### src/rtl/guess_game_ctrl.sv
// Game sequencer in front of the guess FSM: step ticks, clear pulses, score/lives/level.
// Define GUESS_GAME_CTRL_DEBOUNCE_EN to add a per-bit debounce after the button synchronizer.
module guess_game_ctrl #(
  parameter int unsigned TICK_DIV   = 25000000,
  parameter int unsigned HOLD_TICKS = 2,
  parameter int unsigned DEB_CYCLES = 250000
) (
  input  logic       clk,
  input  logic       rst_n,
  input  logic       start,
  input  logic [3:0] btn,
  input  logic       win_in,
  input  logic       lose_in,
  output logic       en_out,
  output logic       fsm_clr,
  output logic [3:0] btn_out,
  output logic [3:0] score,
  output logic [1:0] lives,
  output logic [1:0] level,
  output logic       busy,
  output logic       game_over
);
  localparam int TW = $clog2(TICK_DIV);
  localparam int HW = (HOLD_TICKS > 1) ? $clog2(HOLD_TICKS) : 1;

  typedef enum logic [1:0] {IDLE, PLAY, RESULT, OVER} state_e;

  if (TICK_DIV < 8 || HOLD_TICKS < 1 || DEB_CYCLES < 1) begin : g_param_check
    $error("guess_game_ctrl: TICK_DIV must be >= 8, HOLD_TICKS and DEB_CYCLES >= 1");
  end

  state_e        state_q, state_d;
  logic [3:0]    score_q, score_d;
  logic [1:0]    lives_q, lives_d;
  logic [1:0]    level_q, level_d;
  logic [TW-1:0] tick_q, tick_d, tick_term;
  logic [HW-1:0] hold_q, hold_d;
  logic          clr_q, clr_d;
  logic [1:0]    rst_sync_q;
  logic          rst_ni;
  logic [3:0]    sync1_q, sync2_q, btn_cond;
  logic          tick_last, hold_last;

  // Reset asserts immediately but is released to the rest of the block on a clock edge.
  always_ff @(posedge clk or negedge rst_n) begin
    if (!rst_n) rst_sync_q <= '0;
    else        rst_sync_q <= {rst_sync_q[0], 1'b1};
  end
  assign rst_ni = rst_sync_q[1];

  always_ff @(posedge clk or negedge rst_ni) begin
    if (!rst_ni) begin
      sync1_q <= '0;
      sync2_q <= '0;
    end else begin
      sync1_q <= btn;
      sync2_q <= sync1_q;
    end
  end

`ifdef GUESS_GAME_CTRL_DEBOUNCE_EN
  localparam int DW = (DEB_CYCLES > 1) ? $clog2(DEB_CYCLES) : 1;
  logic [DW-1:0] deb_cnt_q [4];
  logic [3:0]    deb_q;

  // A bit flips only after disagreeing with its conditioned value for DEB_CYCLES cycles in a row.
  always_ff @(posedge clk or negedge rst_ni) begin
    if (!rst_ni) begin
      deb_q <= '0;
      for (int i = 0; i < 4; i++) deb_cnt_q[i] <= '0;
    end else begin
      for (int i = 0; i < 4; i++) begin
        if (sync2_q[i] == deb_q[i]) begin
          deb_cnt_q[i] <= '0;
        end else if (deb_cnt_q[i] == DW'(DEB_CYCLES - 1)) begin
          deb_q[i]     <= sync2_q[i];
          deb_cnt_q[i] <= '0;
        end else begin
          deb_cnt_q[i] <= deb_cnt_q[i] + 1'b1;
        end
      end
    end
  end
  assign btn_cond = deb_q;
`else
  assign btn_cond = sync2_q;
`endif

  assign tick_term = TW'((TICK_DIV >> level_q) - 1);
  assign tick_last = (tick_q == tick_term);
  assign hold_last = (hold_q == HW'(HOLD_TICKS - 1));

  always_ff @(posedge clk or negedge rst_ni) begin
    if (!rst_ni) begin
      state_q <= IDLE;
      score_q <= '0;
      lives_q <= '0;
      level_q <= '0;
      tick_q  <= '0;
      hold_q  <= '0;
      clr_q   <= 1'b0;
    end else begin
      state_q <= state_d;
      score_q <= score_d;
      lives_q <= lives_d;
      level_q <= level_d;
      tick_q  <= tick_d;
      hold_q  <= hold_d;
      clr_q   <= clr_d;
    end
  end

  always_comb begin
    state_d = state_q;
    score_d = score_q;
    lives_d = lives_q;
    level_d = level_q;
    tick_d  = tick_q;
    hold_d  = hold_q;
    clr_d   = 1'b0;
    case (state_q)
      IDLE, OVER: begin
        tick_d = '0;
        hold_d = '0;
        if (start) begin
          state_d = PLAY;
          score_d = '0;
          lives_d = 2'd3;
          level_d = '0;
          clr_d   = 1'b1;
        end
      end
      PLAY: begin
        tick_d = tick_last ? '0 : tick_q + 1'b1;
        if (win_in) begin
          score_d = (score_q == 4'd15) ? score_q : score_q + 4'd1;
          level_d = (level_q == 2'd3) ? level_q : level_q + 2'd1;
          state_d = RESULT;
          tick_d  = '0;
          hold_d  = '0;
        end else if (lose_in) begin
          lives_d = (lives_q == 2'd0) ? lives_q : lives_q - 2'd1;
          state_d = RESULT;
          tick_d  = '0;
          hold_d  = '0;
        end
      end
      RESULT: begin
        tick_d = tick_last ? '0 : tick_q + 1'b1;
        if (tick_last) begin
          if (hold_last) begin
            hold_d = '0;
            if (lives_q == 2'd0) begin
              state_d = OVER;
            end else begin
              state_d = PLAY;
              clr_d   = 1'b1;
            end
          end else begin
            hold_d = hold_q + 1'b1;
          end
        end
      end
      default: state_d = IDLE;
    endcase
  end

  // At the fastest level the terminal count can coincide with the clear cycle; clear wins.
  assign en_out    = (state_q == PLAY) && tick_last && !clr_q;
  assign fsm_clr   = clr_q;
  assign btn_out   = (state_q == PLAY) ? btn_cond : 4'b0000;
  assign score     = score_q;
  assign lives     = lives_q;
  assign level     = level_q;
  assign busy      = (state_q == PLAY) || (state_q == RESULT);
  assign game_over = (state_q == OVER);
endmodule

### config.mk
export PLATFORM = sky130hd
export DESIGN_NAME = guess_game_ctrl
export DESIGN_NICKNAME = d
export VERILOG_FILES = /design/src/rtl/guess_game_ctrl.sv
export SDC_FILE = /design/constraint.sdc
export NUM_CORES = 1
export LEC_CHECK = 0
export ABC_AREA = 0
export CAP_MARGIN = 20
export CORE_ASPECT_RATIO = 1.1
export CORE_UTILIZATION = 55
export DETAILED_ROUTE_END_ITERATION = 10
export HOLD_SLACK_MARGIN = 0.15
export PLACE_DENSITY_LB_ADDON = 0.2
export SETUP_SLACK_MARGIN = 0.15
export SYNTH_ARGS = -nofsm -noshare
export SYNTH_HDL_FRONTEND = slang
export SYNTH_SLANG_ARGS = --single-unit
### constraint.sdc
create_clock -name clk -period 2.7 [get_ports clk]
set_input_delay 0.405 -clock clk [delete_from_list [all_inputs] [get_ports clk]]
set_output_delay 0.405 -clock clk [all_outputs]
set_load 0.01 [all_outputs]
After elaboration in Yosys (flattened, before gate mapping)
Cells that the tools add are included.
Widths: inputs -> output; s select.

word-level totals
  bits of input ports = 9
  logic and storage cells = 81
  bits in registers = 47
  output and inout bits = 16

operators by class
  shift-type cells = 1
  equality and inequality tests = 16
  muxes and demuxes = 35
  reduce and logical (&&, ||, !) cells = 13
  $add $sub $neg = 6

operators by type and width
  operator               count
  $mux 25                3
  $pmux 25 s3            1
  $mux 2                 13
  $add 25x1->25 const B  1
  $eq 25x25->1           1
  $shr 25x2->25 const A  1
  $sub 25x1->25 const B  1
  $ne 2x2->1 const B     9
  $mux 4                 4
  $reduce_and 4->1       3
  $mux 1                 8
  $pmux 2 s2             2
  $pmux 4 s2             1
  $eq 2x2->1 const B     3
  $pmux 2 s3             1
  $reduce_and 5->1       1
  $add 4x1->4 const B    1
  $eq 4x4->1 const B     1
  $logic_not 2->1        2
  $ne 3x3->1 const B     1
  $pmux 1 s3             1
  $add 2x1->2 const B    1
  $eq 2x1->1 const B     1
  $logic_and 1x1->1      2
  8 further kinds        8

Depth between registers and ports, before layout
Gate-level depths: netlist of the first run.

  depth in word-level cells = 7
  gate-level depth with buffers = 8
  gate-level depth less buffers = 7

Worst setup path after synthesis of the first run
Ideal clock, no wire load.

  path kind = register to output
  start = register level_q[0] (netlist: level[0])
  end = output en_out
  cell stages (with the launch flop) = 8
  setup slack = 0.257 ns
  path buffers = 0
  data arrival time = 2.038 ns
  required time = 2.295 ns
  cell sequence = dfrtp_1 > inv_1 > ha_1 > or3_1 > a211oi_1 > a41o_1 > nand4b_1 > nor3_1

on the way
  cells in the longest elaborated chain, start to end = 5

RTL lines
  what                            RTL line  text
  start: declaration              35        logic [1:0] level_q, level_d;
  start signal: assignment        106       level_q <= level_d;
  $shr 25x2->25                   89        assign tick_term = TW'((TICK_DIV >> level_q) - 1);
  $sub 25x1->25                   89
  $eq 25x25->1                    90        assign tick_last = (tick_q == tick_term);
  $logic_and 1x1->1 (2 in a row)  169       assign en_out = (state_q == PLAY) && tick_last && !clr_q;
  end: declaration                14        output logic en_out,

Every way passes these cells.

Worst setup path in the final report of the first run
Ends and elaborated chain as after synthesis.

==> flow_summary.json, run 1 <==
{
  "outcome": "finished, final reports clean",
  "fillCellCount": 371,
  "dpl.hpwl_mm": 3.83,
  "finalHoldViolCount": 0,
  "num-nets-final": 340,
  "cts_buffer_depth": 2,
  "final_common_cell": "dfrtp_1",
  "syn_inst": 272,
  "syn_area_um2": 2630,
  "yosys-top-cells-area": "dfrtp_1 45%, ha_1 6.7%, xor2_1 6.0%, nor2_1 5.7%, nand4_1 3.3%",
  "synth-seq-area-share_pct": 44.7,
  "die-area_um2": 5070,
  "track_usage_pct": 23.8,
  "grt_first_pass_wirelength_mm": 9.00,
  "dieHeight_um": 74.5,
  "fin_cells": 374,
  "reg2reg_slack_ns": 0.18,
  "core_um2": 4620,
  "avgSynthCellArea_um2": 9.67,
  "post-place-cells": 357,
  "area_growth_pct": 24.6,
  "diodes": 0,
  "clk_latency_ns": 0.30,
  "utilization_pct": 71.0,
  "clkTransAtPathRegs_ns": 0.09,
  "worst_pin_slew_ns": 0.578,
  "crit_end": "en_out",
  "regArea_um2": 1180,
  "max_freq_ghz": 0.396,
  "wire_per_inst_um": 16.4,
  "ant_nets": 0,
  "grt_pass1_vias": 1978,
  "timing.max_cap.violations": 0,
  "synth_warnings": 0,
  "r2r_start": "level[0]$_DFFE_PN0P_",
  "r2r_end": "tick_q[3]$_DFF_PN0_",
  "worstSetupEndpointType": "output port",
  "synth_fp_nets": 295,
  "multi_input_area_um2": 1460,
  "synthArstFlopShare_pct": 100,
  "finalSetupTns_ns": 0,
  "synth_top_cell_by_area": "dfrtp_1",
  "worstSetupStartpoint": "level[0]$_DFFE_PN0P_",
  "drt_iter0_drc": 158,
  "synth_top_cell_area_share_pct": 44.7,
  "grt_max_degree": 46,
  "finalCriticalPeriod_ns": 2.53,
  "drt_wl_total_mm": 6.15,
  "via_count": 2226,
  "arrival_ns": 2.12,
  "path_class": "reg -> out",
  "synthFlopType": "dfrtp_1",
  "cts_root_buf": "clkbuf_8",
  "fin_crit_sh_pct": 93.6,
  "grt_remaining_overflow": 0,
  "slew_violations": 0,
  "skew_ns": 0.00320,
  "synth-edff-count": 0,
  "reg2reg_depth": 13,
  "setup_viol": 0,
  "rows": 26,
  "path_max_fanout": 4,
  "cts_buffers": 5,
  "synth_cell_types": 47,
  "cts.sinks": 47,
  "port_buffers": 24,
  "die_x_um": 68.0,
  "gp_congestion": 0.953,
  "synth_seq_cells": 47,
  "h-tree-depth": 2,
  "start_util_pct": 57.0,
  "antenna_found_initial": 0,
  "cts_tree": "yes",
  "critPathLaunchType": "register",
  "drc": 0,
  "p_total_mw": 2.51,
  "whs_ns": 0.251,
  "ir_drop_v": 0.000401,
  "final_cell_mix": "45 x dfrtp_1, 40 x nor2_1, 23 x clkdlybuf4s50_1, 17 x xor2_1, 15 x nand3_1",
  "rsz0062_at_grt": "true",
  "dr.pass1.iters": 4,
  "powerDensity_nw_per_um2": 765,
  "crit_required_ns": 2.30,
  "hp-class": "in -> async",
  "drt-vias-per-instance": 5.95,
  "slew_headroom_pct": 61.1,
  "ios": 25,
  "drive_gt1_share_pct": 17.3,
  "p_leak_nw": 1.42
}
[cells in the mapped netlist, drive strengths merged, types with 8 or more instances]
library cell,count
and3,9
ha,14
a21oi,8
inv,15
xor2,18
xnor2,10
dfrtp,47
nor2,40
nand3,15
nand2,13
nand4,14
[cell type report]
| type | count | share of cell area, % |
|---|---|---|
| Clock buffer | 6 | 2.52 |
| Inverter | 16 | 1.91 |
| Tap cell | 56 | 2.14 |
| Clock inverter | 2 | 0.496 |
| Timing Repair Buffer | 43 | 12.3 |
| Sequential cell | 47 | 36.0 |
| Multi-Input combinational cell | 204 | 44.7 |
[metal layers]
layer	global-route usage, %	routed length (um)	vias up	share of wire, %
met1	30.4	2550	1085	42
met5	0	0	-	0
met2	38.7	3030	79	49
li1	-	-	1043	-
met3	5.06	348	19	5.7
met4	9.72	208	0	3.4
[where the power goes]
part	internal [mW]	leakage (nW)	switching (mW)	total [mW]
Sequential	0.789	0.612	0.0799	0.869
Combinational	0.550	0.756	0.632	1.18
Clock	0.209	0.0474	0.247	0.456
Total	1.55	1.42	0.959	2.51
[critical path: stages (launching register included)]
cell	delay [ns]
dfrtp_1	0.43
inv_4	0.08
ha_4	0.16
or3_4	0.36
a211oi_2	0.18
a41o_1	0.16
nand4b_1	0.14
nor3_1	0.15
buf_2	0.15
[repair_timing]
| action | in CTS | in global routing |
|---|---|---|
| setup buffers | 6 | 0 |
| hold endpoints to repair | 0 | 2 |
| cloned | 0 | 1 |
| setup endpoints to repair | 1 | 27 |
| gates resized for setup | 11 | 20 |
| pin swaps | 6 | 9 |
| hold buffers | 0 | 1 |
[cell families (layout without fill, tap and decap cells)]
group,Yosys count,in the layout,share of synthesized area [%]
buf+inv,22,67,3.99
flops,47,47,44.7
mux,1,1,0.428
simple gates,125,125,25.4
xor+xnor,28,28,9.32
fa+ha+maj,14,14,6.66
other cells,1,1,0.143
compound gates,34,35,9.37
[flip-flops by register name, indices dropped and copies added (netlist names), 2 cells and up]
signal      cells
btn_cond        4
score           4
level           2
state_q         2
sync1_q         4
lives           2
tick_q         25
rst_sync_q      2
[worst min-delay path by stage]
stage	depth (start not counted)	slack, ns	to	start
global placement	0	0.33	btn_cond[1]$_DFF_PN0_	sync1_q[1]$_DFF_PN0_
detailed placement	0	0.34	btn_cond[2]$_DFF_PN0_	sync1_q[2]$_DFF_PN0_
floorplan	0	0.11	rst_sync_q[0]$_DFF_PN0_	rst_n
CTS	1	0.25	rst_sync_q[0]$_DFF_PN0_	rst_n
finish	1	0.25	rst_sync_q[0]$_DFF_PN0_	rst_n
global route	1	0.26	rst_sync_q[0]$_DFF_PN0_	rst_n
[through the flow]
step	area, um^2	setup slack (ns)
3_5_place_dp	2980	-0.110
6_report	3280	0.174
2_1_floorplan	2630	0.257
3_3_place_gp	2980	-0.0158
4_1_cts	3140	0.132
5_1_grt	3280	0.0882
(Power assumes the default switching activity.)
==> run 2, diff against run 1 <==
SLEW_MARGIN = 25   (was unset)
==> flow_summary.json, run 2 (synthesis gave the netlist of run 1 again) <==
{
  "worstSetupEndpointType": "output port",
  "grt_first_pass_wirelength_mm": 9.00,
  "cts_root_buf": "clkbuf_8",
  "die-area_um2": 5070,
  "top_register": "tick_q",
  "track_usage_pct": 23.8,
  "path_max_fanout": 4,
  "port_buffers": 24,
  "max_freq_ghz": 0.395,
  "placed_cell_area_um2": 2980,
  "rsz0062_at_grt": "true",
  "gp_congestion": 0.953,
  "powerDensity_nw_per_um2": 770,
  "antenna_found_initial": 0,
  "dpl.hpwl_mm": 3.83,
  "fin_ws_ns": 0.168,
  "clk_latency_ns": 0.30,
  "drt-vias-per-instance": 5.92,
  "dr.pass1.iters": 4,
  "core_um2": 4620,
  "wire_per_inst_um": 16.3,
  "die_x_um": 68.0,
  "cts_tree": "yes",
  "cts_buffer_depth": 2,
  "worst_pin_slew_ns": 0.632,
  "rows": 26,
  "final_cell_mix": "45 x dfrtp_1, 40 x nor2_1, 23 x clkdlybuf4s50_1, 17 x xor2_1, 15 x nand3_1",
  "via_count": 2203,
  "drt_iter0_drc": 136,
  "combPwrFrac_pct": 46.6,
  "sw_frac_of_total_pct": 38.2,
  "outcome": "finished, final reports clean",
  "reg2reg_depth": 13,
  "diodes": 0,
  "path_class": "reg -> out",
  "area_growth_pct": 23.8,
  "finalHoldViolCount": 0,
  "fin_cells": 372,
  "setup_viol": 0,
  "grt_max_degree": 46,
  "grt_pass1_vias": 1978,
  "critPathLaunchType": "register",
  "start_util_pct": 57.0,
  "post-place-cells": 357,
  "hp-class": "in -> async",
  "post-place-ws_ns": -0.110,
  "p_leak_nw": 1.40,
  "arrival_ns": 2.13,
  "cts_buffers": 5,
  "skew_ns": 0.00216,
  "seqPwrFrac_pct": 35.1,
  "clockPowerShare_pct": 18.3,
  "ios": 25,
  "grt_remaining_overflow": 0,
  "timing.max_cap.violations": 0,
  "num-nets-final": 338,
  "slew_headroom_pct": 57.5,
  "drc": 0,
  "p_int_mw": 1.55,
  "switching_power_mw": 0.958,
  "finalCriticalPeriod_ns": 2.53,
  "final_common_cell": "dfrtp_1",
  "h-tree-depth": 2,
  "whs_ns": 0.252,
  "ant_nets": 0,
  "slew_violations": 0,
  "cts.sinks": 47,
  "largest_reg_flops": 25,
  "cts.hold.buffers_added": 0,
  "crit_required_ns": 2.30,
  "finalSetupTns_ns": 0,
  "fin_area_um2": 3260,
  "fin_crit_sh_pct": 93.8,
  "dieHeight_um": 74.5,
  "drive_gt1_share_pct": 17.1,
  "drt_wl_total_mm": 6.07,
  "ir_drop_v": 0.000405,
  "clkTransAtPathRegs_ns": 0.09
}
==> run 2: cell types whose count changed in the layout (fill, tap and decap cells not counted), sizes merged <==
cell         before  now
buf              19   18
dlygate4sd3       1    0
==> run 2: path summary, 6_finish.rpt <==
| kind | from | slack, ns | end |
|---|---|---|---|
| max | level[0]$_DFFE_PN0P_ | 0.17 | en_out |
| min | rst_n | 0.25 | rst_sync_q[0]$_DFF_PN0_ |
| max reg2reg | level[1]$_DFFE_PN0P_ | 0.20 | hold_last$_DFFE_PN0P_ |
| min reg2reg | rst_sync_q[1]$_DFF_PN0_ | 0.34 | tick_q[4]$_DFF_PN0_ |
| max in group asynchronous | rst_sync_q[1]$_DFF_PN0_ | 1.95 | level[1]$_DFFE_PN0P_ |
| min in group clk | sync1_q[1]$_DFF_PN0_ | 0.36 | btn_cond[1]$_DFF_PN0_ |
==> run 2: worst max-delay path, cell delays in order, from the launching register on <==
cell      delay [ns]
dfrtp_1         0.43
inv_4           0.08
ha_4            0.17
or3_4           0.36
a211oi_2        0.18
a41o_1          0.16
nand4b_1        0.14
nor3_1          0.15
buf_2           0.15
==> run 2: final cells by class <==
class	count	area, um^2
Multi-Input combinational cell	204	1470
Fill cell	377	1360
Sequential cell	47	1180
Timing Repair Buffer	41	374
Clock buffer	6	82.6
Tap cell	56	70.1
Inverter	16	62.6
Clock inverter	2	16.3
==> run 2: layer usage <==
metal	share of wire (%)	GRT usage, %	routed length [um]	vias to the layer above
met2	49	38.7	2950	66
li1	-	-	-	1032
met5	0	0	0	-
met4	3.1	9.72	188	0
met1	44	30.4	2680	1085
met3	4.1	5.06	251	20
==> run 2: timing repair <==
action                                  CTS  global route
gates resized for setup                  11            21
pin swaps                                 6             8
gates cloned                              0             1
endpoints found under the setup margin    1            27
buffers inserted                          6             0
==> run 2: stage by stage <==
step           utilization [%]  total power [mW]
2_1_floorplan                -              1.53
3_3_place_gp              64.5              1.89
3_5_place_dp              64.5              1.91
4_1_cts                   67.9              2.39
5_1_grt                   70.5              2.67
6_report                  70.5              2.51
==> run 2: power by group through the flow <==
stage          Clock, mW  Combinational, mW  Sequential (mW)
2_1_floorplan          0              0.621            0.906
3_3_place_gp           0               1.00            0.881
3_5_place_dp           0               1.02            0.886
4_1_cts            0.464               1.05            0.872
5_1_grt            0.493               1.28            0.897
6_report           0.458               1.17            0.881
==> run 3, diff against run 2 <==
CELL_PAD_IN_SITES_DETAIL_PLACEMENT = 0   (was unset)
CELL_PAD_IN_SITES_GLOBAL_PLACEMENT = 2   (was unset)
CORE_UTILIZATION = 36   (was 55)
==> flow_summary.json, run 3 (synthesis gave the netlist of run 1 again) <==
{
  "outcome": "finished, final reports clean",
  "setup_viol": 0,
  "via_count": 2103,
  "die_x_um": 83.5,
  "core_um2": 7050,
  "start_util_pct": 37.3,
  "drt-vias-per-instance": 5.15,
  "die-area_um2": 7660,
  "port_buffers": 24,
  "diodes": 0,
  "post-place-ws_ns": -0.101,
  "wire_per_inst_um": 15.0,
  "cts.hold.buffers_added": 0,
  "fin_ws_ns": 0.130,
  "max_stage_delay_ns": 0.49,
  "arrival_ns": 2.17,
  "final_common_cell": "dfrtp_1",
  "reg2reg_depth": 13,
  "dieHeight_um": 91.7,
  "powerDensity_nw_per_um2": 775,
  "h-tree-depth": 2,
  "track_usage_pct": 16.4,
  "finalCriticalPeriod_ns": 2.57,
  "finalSetupTns_ns": 0,
  "clkTransAtPathRegs_ns": 0.10,
  "worst_path_dominant_cell_family": "simple AND/OR/NAND/NOR gates",
  "drt_wl_total_mm": 6.11,
  "gp_congestion": 0.825,
  "area_growth_pct": 27.7,
  "drc": 0,
  "dr.pass1.iters": 4,
  "finalHoldViolCount": 0,
  "clk_latency_ns": 0.31,
  "timing.max_cap.violations": 0,
  "worst_pin_slew_ns": 0.731,
  "cts_root_buf": "clkbuf_8",
  "grt_first_pass_wirelength_mm": 10.0,
  "final_cell_mix": "45 x dfrtp_1, 40 x nor2_1, 24 x buf_4, 23 x clkdlybuf4s50_1, 16 x xor2_1",
  "max_freq_ghz": 0.389,
  "drt_iter0_drc": 110,
  "ios": 25,
  "grt_remaining_overflow": 0,
  "ant_nets": 0,
  "grt_max_degree": 46,
  "p_leak_nw": 1.44,
  "critPathLaunchType": "register",
  "ir_drop_v": 0.000377,
  "crit_chain": "ha_4, or3_1, a211oi_2, a41o_1, nand4b_1, nor3_1, buf_2",
  "rsz0062_at_grt": "true",
  "crit_slowest_cell": "dfrtp_2",
  "hp-class": "in -> async",
  "worstSetupEndpointType": "output port",
  "rows": 32,
  "grt_pass1_vias": 2040,
  "path_class": "reg -> out",
  "antenna_found_initial": 0,
  "skew_ns": 0.0113,
  "slew_violations": 0,
  "dpl.hpwl_mm": 4.14,
  "r2r_start": "level[0]$_DFFE_PN0P_",
  "slew_headroom_pct": 50.8,
  "cts_buffer_depth": 2,
  "cts.sinks": 47,
  "fin_area_um2": 3360,
  "r2r_end": "state_q[0]$_DFFE_PN0P_",
  "path_max_fanout": 6,
  "largest_reg_flops": 25,
  "crit_required_ns": 2.30,
  "cts_tree": "yes",
  "top_register": "tick_q",
  "placed_cell_area_um2": 3060,
  "num-nets-final": 345,
  "cts_buffers": 5,
  "fin_crit_sh_pct": 95.2,
  "path_buf_inv": 1,
  "drive_gt1_share_pct": 18.6,
  "reg2reg_slack_ns": 0.18
}
## run 3: metrics by stage
stage	power (mW)	hold slack (ns)	util [%]	std cells
floorplan	1.53	0.109	-	272
global placement	1.95	0.333	43.4	392
detailed placement	1.95	0.336	43.5	392
CTS	2.57	0.236	46.3	405
global route	2.79	0.238	47.7	408
finish	2.60	0.247	47.7	408
## run 3: layout make-up
type	instances	area [um^2]
Timing Repair Buffer	48	415
Inverter	16	60.1
Fill cell	674	3690
Sequential cell	47	1180
Clock buffer	5	68.8
Tap cell	85	106
Clock inverter	3	47.5
Multi-Input combinational cell	204	1480
## run 3: worst max-delay path by stage
stage                                    start  slack, ns  cells past startpoint  endpoint
after floorplan           level[0]$_DFFE_PN0P_       0.26                      7    en_out
final                     level[1]$_DFFE_PN0P_       0.13                      7    en_out
after global routing      level[0]$_DFFE_PN0P_      0.009                      8    en_out
after global placement    level[0]$_DFFE_PN0P_      -0.02                      8    en_out
after detailed placement  level[0]$_DFFE_PN0P_      -0.10                      8    en_out
after CTS                 level[1]$_DFFE_PN0P_       0.04                      7    en_out
## run 3: timing repair
action                                  4_1_cts  5_1_grt
endpoints found under the setup margin        1       15
resized for setup                            17       11
pin swaps                                     6        8
buffers inserted                              5        2
gates cloned                                  0        1
## run 3: routing by layer
layer	routed length (um)	up-vias	GRT usage, %
met5	0	-	0
met4	57	0	4.24
met3	234	5	3.06
met2	2900	40	26.2
met1	2920	1006	23.0
li1	-	1052	-
## run 3: where the power goes
group          internal (mW)  switching (mW)
clock                  0.281           0.272
combinational          0.567           0.606
sequential             0.789          0.0885
total                   1.64           0.967
## run 3: worst reg2reg max path: stages, from the launching register on
cell       delay [ns]
dfrtp_1          0.42
buf_4            0.16
ha_2             0.19
xnor2_2          0.20
buf_4            0.14
buf_4            0.09
buf_4            0.09
buf_4            0.09
buf_4            0.09
o2111ai_1        0.13
nor4_4           0.34
buf_4            0.21
a41o_2           0.18
and3_1           0.13
